--- config.mk ---
export PLATFORM = sky130hd
export DESIGN_NAME = imem_loader_flat
export DESIGN_NICKNAME = d
export VERILOG_FILES = /design/src/rtl/imem_loader_if.sv /design/src/rtl/imem_loader.sv /design/src/flat_wrapper.sv
export SDC_FILE = /design/constraint.sdc
export NUM_CORES = 1
export LEC_CHECK = 0
export CELL_PAD_IN_SITES_DETAIL_PLACEMENT = 1
export CELL_PAD_IN_SITES_GLOBAL_PLACEMENT = 2
export CORE_MARGIN = 5
export CORE_UTILIZATION = 38
export DETAILED_ROUTE_END_ITERATION = 8
export GPL_TIMING_DRIVEN = 0
export PLACE_DENSITY_LB_ADDON = 0.1
export SYNTH_ARGS = -nofsm -noshare
export SYNTH_HDL_FRONTEND = slang
export SYNTH_SLANG_ARGS = --single-unit
--- constraint.sdc ---
create_clock -name clk -period 2.57 [get_ports clk]
set_clock_uncertainty 0.15 [all_clocks]
set_input_delay 0.514 -clock clk [delete_from_list [all_inputs] [get_ports clk]]
set_output_delay 0.514 -clock clk [all_outputs]
set_load 0.01 [all_outputs]
--- src/rtl/imem_loader_if.sv ---
// imem_loader_if: host byte channel, imem write port and run/status lines of the program loader
//   load_req, byte_valid, byte_data : host -> loader (load start pulse and byte stream)
//   byte_ready                      : loader -> host (byte accepted this cycle)
//   imem_we, imem_addr, imem_wdata  : loader -> instruction memory write port
//   run, busy, error                : loader -> CPU / host status
//   slave modport is the loader side, master modport is the host side
interface imem_loader_if #(
  parameter int ADDR_WIDTH = 10
);
  logic                  load_req;
  logic                  byte_valid;
  logic [7:0]            byte_data;
  logic                  byte_ready;
  logic                  imem_we;
  logic [ADDR_WIDTH-1:0] imem_addr;
  logic [31:0]           imem_wdata;
  logic                  run;
  logic                  busy;
  logic                  error;
  modport slave (
    input  load_req, byte_valid, byte_data,
    output byte_ready, imem_we, imem_addr, imem_wdata, run, busy, error
  );
  modport master (
    output load_req, byte_valid, byte_data,
    input  byte_ready, imem_we, imem_addr, imem_wdata, run, busy, error
  );
endinterface

--- src/rtl/imem_loader.sv ---
// imem_loader: byte-stream program loader writing big-endian words into imem, then raising run
//   clk   : system clock, rising edge
//   rst_n : asynchronous active-low reset
//   bus   : imem_loader_if.slave (host byte channel, imem write port, run/busy/error)
//   Stream: 2-byte big-endian word count N, then N big-endian 32-bit words.
//   IMEM_LOADER_CHECKSUM_EN: when defined, one trailing byte must equal the XOR of all data bytes.
module imem_loader #(
  parameter int ADDR_WIDTH = 10
) (
  input logic         clk,
  input logic         rst_n,
  imem_loader_if.slave bus
);
  typedef enum logic [2:0] {IDLE, HDR, DATA, CKSUM, RUN, ERR} state_t;
  localparam logic [31:0] CAP = 32'd1 << ADDR_WIDTH;
  state_t                state_q;
  logic [1:0]            bcnt_q;
  logic [7:0]            hi_q;
  logic [23:0]           part_q;
  logic [15:0]           n_q;
  logic [15:0]           wcnt_q;
  logic [ADDR_WIDTH-1:0] addr_q;
  logic [31:0]           wdata_q;
  logic                  we_q;
  logic                  run_q;
  logic                  err_q;
`ifdef IMEM_LOADER_CHECKSUM_EN
  logic [7:0]            xor_q;
`endif
  logic                  xfer;
  logic                  last_word;
  logic [31:0]           word_d;
  logic [15:0]           n_d;
  assign xfer      = bus.byte_valid && bus.byte_ready;
  assign word_d    = {part_q, bus.byte_data};
  assign n_d       = {hi_q, bus.byte_data};
  // wcnt_q counts words already assembled, so it reaches N during the final write pulse
  assign last_word = wcnt_q == n_q;
  assign bus.byte_ready = state_q == HDR || state_q == CKSUM || (state_q == DATA && !last_word);
  assign bus.busy       = state_q == HDR || state_q == DATA || state_q == CKSUM;
  assign bus.imem_we    = we_q;
  assign bus.imem_addr  = addr_q;
  assign bus.imem_wdata = wdata_q;
  assign bus.run        = run_q;
  assign bus.error      = err_q;
  always_ff @(posedge clk or negedge rst_n)
    if (!rst_n) begin
      state_q <= IDLE;
      bcnt_q  <= '0;
      hi_q    <= '0;
      part_q  <= '0;
      n_q     <= '0;
      wcnt_q  <= '0;
      addr_q  <= '0;
      wdata_q <= '0;
      we_q    <= 1'b0;
      run_q   <= 1'b0;
      err_q   <= 1'b0;
`ifdef IMEM_LOADER_CHECKSUM_EN
      xor_q   <= '0;
`endif
    end else begin
      we_q <= 1'b0;
      // step the address after each pulse, but hold it on the final word so it never wraps
      if (we_q && !last_word) addr_q <= addr_q + ADDR_WIDTH'(1);
      if (bus.load_req) begin
        state_q <= HDR;
        bcnt_q  <= '0;
        part_q  <= '0;
        wcnt_q  <= '0;
        addr_q  <= '0;
        run_q   <= 1'b0;
        err_q   <= 1'b0;
`ifdef IMEM_LOADER_CHECKSUM_EN
        xor_q   <= '0;
`endif
      end else begin
        case (state_q)
          HDR: if (xfer) begin
            hi_q   <= bus.byte_data;
            bcnt_q <= bcnt_q[0] ? 2'd0 : 2'd1;
            if (bcnt_q[0]) begin
              n_q <= n_d;
              if (32'(n_d) > CAP) begin
                state_q <= ERR;
                err_q   <= 1'b1;
              end else state_q <= DATA;
            end
          end
          DATA: if (last_word) begin
`ifdef IMEM_LOADER_CHECKSUM_EN
            state_q <= CKSUM;
`else
            state_q <= RUN;
            run_q   <= 1'b1;
`endif
          end else if (xfer) begin
            part_q <= word_d[23:0];
            bcnt_q <= bcnt_q + 2'd1;
`ifdef IMEM_LOADER_CHECKSUM_EN
            xor_q  <= xor_q ^ bus.byte_data;
`endif
            if (bcnt_q == 2'd3) begin
              we_q    <= 1'b1;
              wdata_q <= word_d;
              wcnt_q  <= wcnt_q + 16'd1;
            end
          end
`ifdef IMEM_LOADER_CHECKSUM_EN
          CKSUM: if (xfer) begin
            state_q <= bus.byte_data == xor_q ? RUN : ERR;
            run_q   <= bus.byte_data == xor_q;
            err_q   <= bus.byte_data != xor_q;
          end
`endif
          default: ;
        endcase
      end
    end
endmodule

--- src/flat_wrapper.sv ---
// flat-port wrapper written by rule: the top's interface ports become plain ports
module imem_loader_flat 
#(
  parameter int ADDR_WIDTH = 10
)
  (clk, rst_n, bus_load_req, bus_byte_valid, bus_byte_data, bus_byte_ready, bus_imem_we, bus_imem_addr, bus_imem_wdata, bus_run, bus_busy, bus_error);
  imem_loader_if #(.ADDR_WIDTH(ADDR_WIDTH)) bus_i ();
  input logic clk;
  input logic rst_n;
  input wire logic [$bits(bus_i.load_req)-1:0] bus_load_req;
  input wire logic [$bits(bus_i.byte_valid)-1:0] bus_byte_valid;
  input wire logic [$bits(bus_i.byte_data)-1:0] bus_byte_data;
  output wire logic [$bits(bus_i.byte_ready)-1:0] bus_byte_ready;
  output wire logic [$bits(bus_i.imem_we)-1:0] bus_imem_we;
  output wire logic [$bits(bus_i.imem_addr)-1:0] bus_imem_addr;
  output wire logic [$bits(bus_i.imem_wdata)-1:0] bus_imem_wdata;
  output wire logic [$bits(bus_i.run)-1:0] bus_run;
  output wire logic [$bits(bus_i.busy)-1:0] bus_busy;
  output wire logic [$bits(bus_i.error)-1:0] bus_error;
  assign bus_i.load_req = bus_load_req;
  assign bus_i.byte_valid = bus_byte_valid;
  assign bus_i.byte_data = bus_byte_data;
  assign bus_byte_ready = bus_i.byte_ready;
  assign bus_imem_we = bus_i.imem_we;
  assign bus_imem_addr = bus_i.imem_addr;
  assign bus_imem_wdata = bus_i.imem_wdata;
  assign bus_run = bus_i.run;
  assign bus_busy = bus_i.busy;
  assign bus_error = bus_i.error;
  imem_loader #(.ADDR_WIDTH(ADDR_WIDTH)) u_core (.clk(clk), .rst_n(rst_n), .bus(bus_i));
endmodule
After elaboration in Yosys (flattened, before gate mapping)
Index checks and enable logic that the tools add are counted.
Widths: inputs -> output; s select.

operators by class
  add/sub/neg operators = 3
  magnitude comparators = 1
  eq/ne operators = 11
  multiplexer cells = 36
  bitwise operators = 2
  reductions and logical operators = 26

operators with widths
  cell                   number
  $mux 24                4
  $mux 16                5
  $mux 10                2
  $reduce_and 4->1       5
  $add 16x1->16 const B  1
  $eq 16x16->1           1
  $gt 16x11->1 const B   1
  $reduce_bool 2->1      8
  $mux 3                 5
  $mux 1                 14
  $ne 3x2->1 const B     4
  $add 10x1->10 const B  1
  $mux 2                 4
  $eq 3x2->1 const B     2
  $pmux 3 s2             1
  $reduce_and 3->1       2
  $reduce_and 5->1       1
  $logic_or 1x1->1       4
  $pmux 2 s2             1
  $eq 3x1->1 const B     1
  $logic_and 1x1->1      3
  $ne 3x3->1 const B     1
  $reduce_bool 3->1      1
  $add 2x1->2 const B    1
  5 further kinds        6

storage, ports and cells
  register bits after elaboration = 114
  input port bits = 12
  word-level logic and storage cells = 90

Depth between registers and ports, before layout
  depth in word-level cells = 9
  gate-level depth with buffers = 7

Worst setup path after synthesis
Ideal clock, no wire load.

  kind = register -> output
  from = register u_core.wcnt_q[5]
  to = output bus_byte_ready
  arrival time = 1.759 ns
  required time = 1.906 ns
  slack = 0.147 ns
  stages on the path, launching flop included = 8
  cell sequence = dfrtp_1 xnor2_1 nand4_1 nor4_4 buf_4 buf_4 nand2b_1 o21ai_0

on the way
  cells in the longest elaborated chain, start to end = 4

ends and longest elaborated chain
  item                    RTL line            source
  from (decl)             imem_loader.sv:21   logic [15:0] wcnt_q;
  from (signal assigned)  imem_loader.sv:106  wcnt_q <= wcnt_q + 16'd1;
  $eq 16x16->1            imem_loader.sv:38   assign last_word = wcnt_q == n_q;
  $logic_not 1->1         imem_loader.sv:39   assign bus.byte_ready = state_q == HDR || state_q == CKSUM || (state_q == DATA && !last_word);
  $logic_and 1x1->1       imem_loader.sv:39
  $logic_or 1x1->1        imem_loader.sv:39
  to (decl)               flat_wrapper.sv:13  output wire logic [$bits(bus_i.byte_ready)-1:0] bus_byte_ready;

Every way passes these cells.

Worst setup path after layout
  from = register u_core.wcnt_q[6]
  to = output bus_byte_ready

The elaborated chain is that of the path after synthesis.

==> results.json <==
{
  "status": "finished, violations left",
  "violations": "setup timing",
  "cts_tree": "done",
  "synth_nets": 450,
  "dp_slack_ps": -645.9,
  "initial_core_util": 0.3906,
  "final_cells": 713,
  "r2r_cells": 8,
  "ys_seq_area_frac": 0.5494,
  "r2r_start": "u_core.wcnt_q[4]",
  "power_density_nw_per_um2": 775.4,
  "dp_cells": 669,
  "grt_max_degree": 76,
  "die-area_um2": 16100,
  "crit_type": "reg2out",
  "via_per_inst": 5.363,
  "core_area_um2": 13300,
  "multi_input_area_um2": 2223,
  "ir_worst_vdd_mv": 0.4302,
  "htreeDepth": 4,
  "synth_area_um2": 5192,
  "rows": 42,
  "final_nets": 540,
  "num-fill-cells": 1385,
  "finalHoldViolCount": 0,
  "layout_setup_ws_ps": -102.1,
  "worstHoldPathType": "reg2reg",
  "root_buffer": "clkbuf_16",
  "slew_viol_final": 0,
  "io_buffers": 57,
  "power.total_uw": 5252,
  "ant_nets": 0,
  "grt_pass1_vias": 4203,
  "final_util": 0.5095,
  "clk_path_buf_depth": 2,
  "crit_fanout": 4,
  "routabilityCongestion": 0.7624,
  "synth-edff-count": 0,
  "cp_data_arrival_time_ps": 2010,
  "fmax_mhz": 374.2,
  "track_usage": 0.1830,
  "wl_met2_mm": 7.147,
  "antenna_found_initial": 0,
  "routedWlPerCell_um": 19.71,
  "finalSetupViolations": 1,
  "syn2layout_area_growth_pct": 30.46,
  "synthFlopType": "dfrtp_1",
  "rsz0062_at_grt": "true",
  "dp_hpwl_mm": 9.406,
  "num_vias": 3824,
  "synthTopCellsByArea": "dfrtp_1 55%, mux2_2 12%, mux2i_1 4.6%",
  "endpoint": "bus_byte_ready",
  "syn_avg_cell_area_um2": 11.94,
  "dr.pass1.iters": 5,
  "regToRegSetupSlack_ps": 110,
  "yosys.area.top_type": "dfrtp_1",
  "die-height_um": 126.9,
  "diodes": 0,
  "critPathLaunchType": "flip-flop",
  "synth_warnings": 0,
  "hold-worst-slack_ps": 337.3,
  "post-route-drc-count": 0,
  "grt_pass1_wl_mm": 22.76,
  "synth_seq_cells": 114,
  "wl_met1_mm": 6.289,
  "drt_iter0_drc": 160,
  "syn_inst": 435,
  "max_cap_violations": 0,
  "grt-ovfl-total": 0,
  "cp-startpoint": "u_core.wcnt_q[6]",
  "final.min_clock_period_ps": 2672,
  "rr_endpoint": "u_core.bus.imem_wdata[26]",
  "required_ps": 1910,
  "worstSetupEndpointType": "output pin",
  "relSlewSlack": 0.5142,
  "clock-sinks": 114,
  "worstSkewPairLatency_ps": 420,
  "routed-wl-met3_um": 391,
  "async_flop_share": 1.000,
  "seqCellArea_um2": 2864,
  "total_leakage_power_uw": 0.002826,
  "cts_buffers": 17,
  "routed_wl_mm": 14.05,
  "synth_cell_types": 44,
  "io_pins": 59,
  "clkSlewWorstSetupHoldPaths_ps": 60,
  "post-route-period-util": 1.040,
  "die_w_um": 126.9,
  "top_layer": "met4",
  "layout-drive-gt1-share": 0.2458,
  "synth_top_area_share": 0.5494,
  "worst_pin_slew_ps": 726.1
}
## synth_stat cells (all sizes together), types with 4 or more instances
cell / count
xnor2: 16
nand3: 14
clkbuf: 10
dfrtp: 114
o21ai: 12
nand4: 10
or3: 9
or4: 11
and3: 5
nor3: 4
nor4: 7
nand2: 44
nor2: 11
inv: 5
o31ai: 9
buf: 12
a21oi: 25
mux2: 59
mux2i: 24
## metrics by stage
| step | cell area (um^2) | TNS, ps |
|---|---|---|
| after floorplan | 5192 | 0 |
| after global placement | 5983 | -442680 |
| after detailed placement | 6012 | -17500 |
| after CTS | 6709 | -113.9 |
| after global routing | 6774 | -185.2 |
| final | 6774 | -102.1 |
## layout make-up
type,instances,share of cell area
clock inverters,10,0.02327
inverters,5,0.002771
multi-input cells,294,0.3282
flip-flops and latches,114,0.4228
clock buffers,21,0.06797
repair buffers,72,0.1036
plain buffers,21,0.01884
well taps,176,0.03251
## metal layers
metal  vias up  global-route usage
li1       1763                   -
met1      1982              0.2283
met2        59              0.3101
met3        20             0.05212
met4         0             0.05363
met5         -                   0
## worst min-delay path by stage
stage | startpoint | endpoint | slack (ps) | cells past startpoint
2_1_floorplan | rst_n | u_core.bcnt_q[0] | 70 | 0
3_3_place_gp | u_core.bus.imem_wdata[3] | u_core.bus.imem_wdata[3] | 320 | 1
3_5_place_dp | rst_n | u_core.wcnt_q[10] | 300 | 1
4_1_cts | u_core.bus.imem_wdata[25] | u_core.bus.imem_wdata[25] | 350 | 1
5_1_grt | u_core.bus.imem_wdata[24] | u_core.bus.imem_wdata[24] | 360 | 1
6_report | u_core.bus.imem_wdata[24] | u_core.bus.imem_wdata[24] | 340 | 1
## logic make-up after synthesis
family | share of synthesized area
and+or+nand+nor | 0.1455
DFF | 0.5494
muxes | 0.1742
AOI/OAI and AO/OA | 0.06602
buffers and inverters | 0.02891
xor gates and xnor gates | 0.02867
adders and majority gates | 0.007230
## registers in the layout, indices dropped and copies added, names as in the netlist
register,cells
u_core.bcnt_q,2
u_core.bus.error,1
u_core.bus.imem_addr,10
u_core.bus.imem_wdata,32
u_core.bus.imem_we,1
u_core.bus.run,1
u_core.hi_q,8
u_core.n_q,16
u_core.part_q,24
u_core.state_q,3
u_core.wcnt_q,16
## worst max-delay path, stage by stage (launching register included)
cell,delay [ps]
dfrtp_2,450
xnor2_2,160
nand4_1,150
nor4_4,380
buf_6,150
nand2b_4,110
o21ai_2,50
buf_2,140
## timing repair
item	CTS	global route
resized for setup	13	7
setup endpoints to repair	1	1
hold endpoints to repair	39	0
pin swaps	5	5
setup buffers	8	5
hold buffers	1	0
## power breakdown
| part | internal, uW | total (uW) | switching (uW) |
|---|---|---|---|
| combinational | 346 | 600 | 255 |
| sequential | 2000 | 2170 | 174 |
| clock | 1660 | 2480 | 822 |
## layout by cell type, fill, tap and decap left out, drive strengths merged, types with 4 or more instances in the layout
cell type / count
clkbuf: 31
nor4: 7
mux2: 59
o31ai: 9
buf: 27
nand3: 14
mux2i: 24
nand4: 10
xnor2: 16
or4: 11
and3: 5
a21oi: 25
nor2: 11
clkdlybuf4s50: 55
nor3: 4
inv: 5
nand2: 44
bufinv: 4
dfrtp: 114
o21ai: 12
or3: 9
No activity file was read; power rests on OpenSTA's default activity.
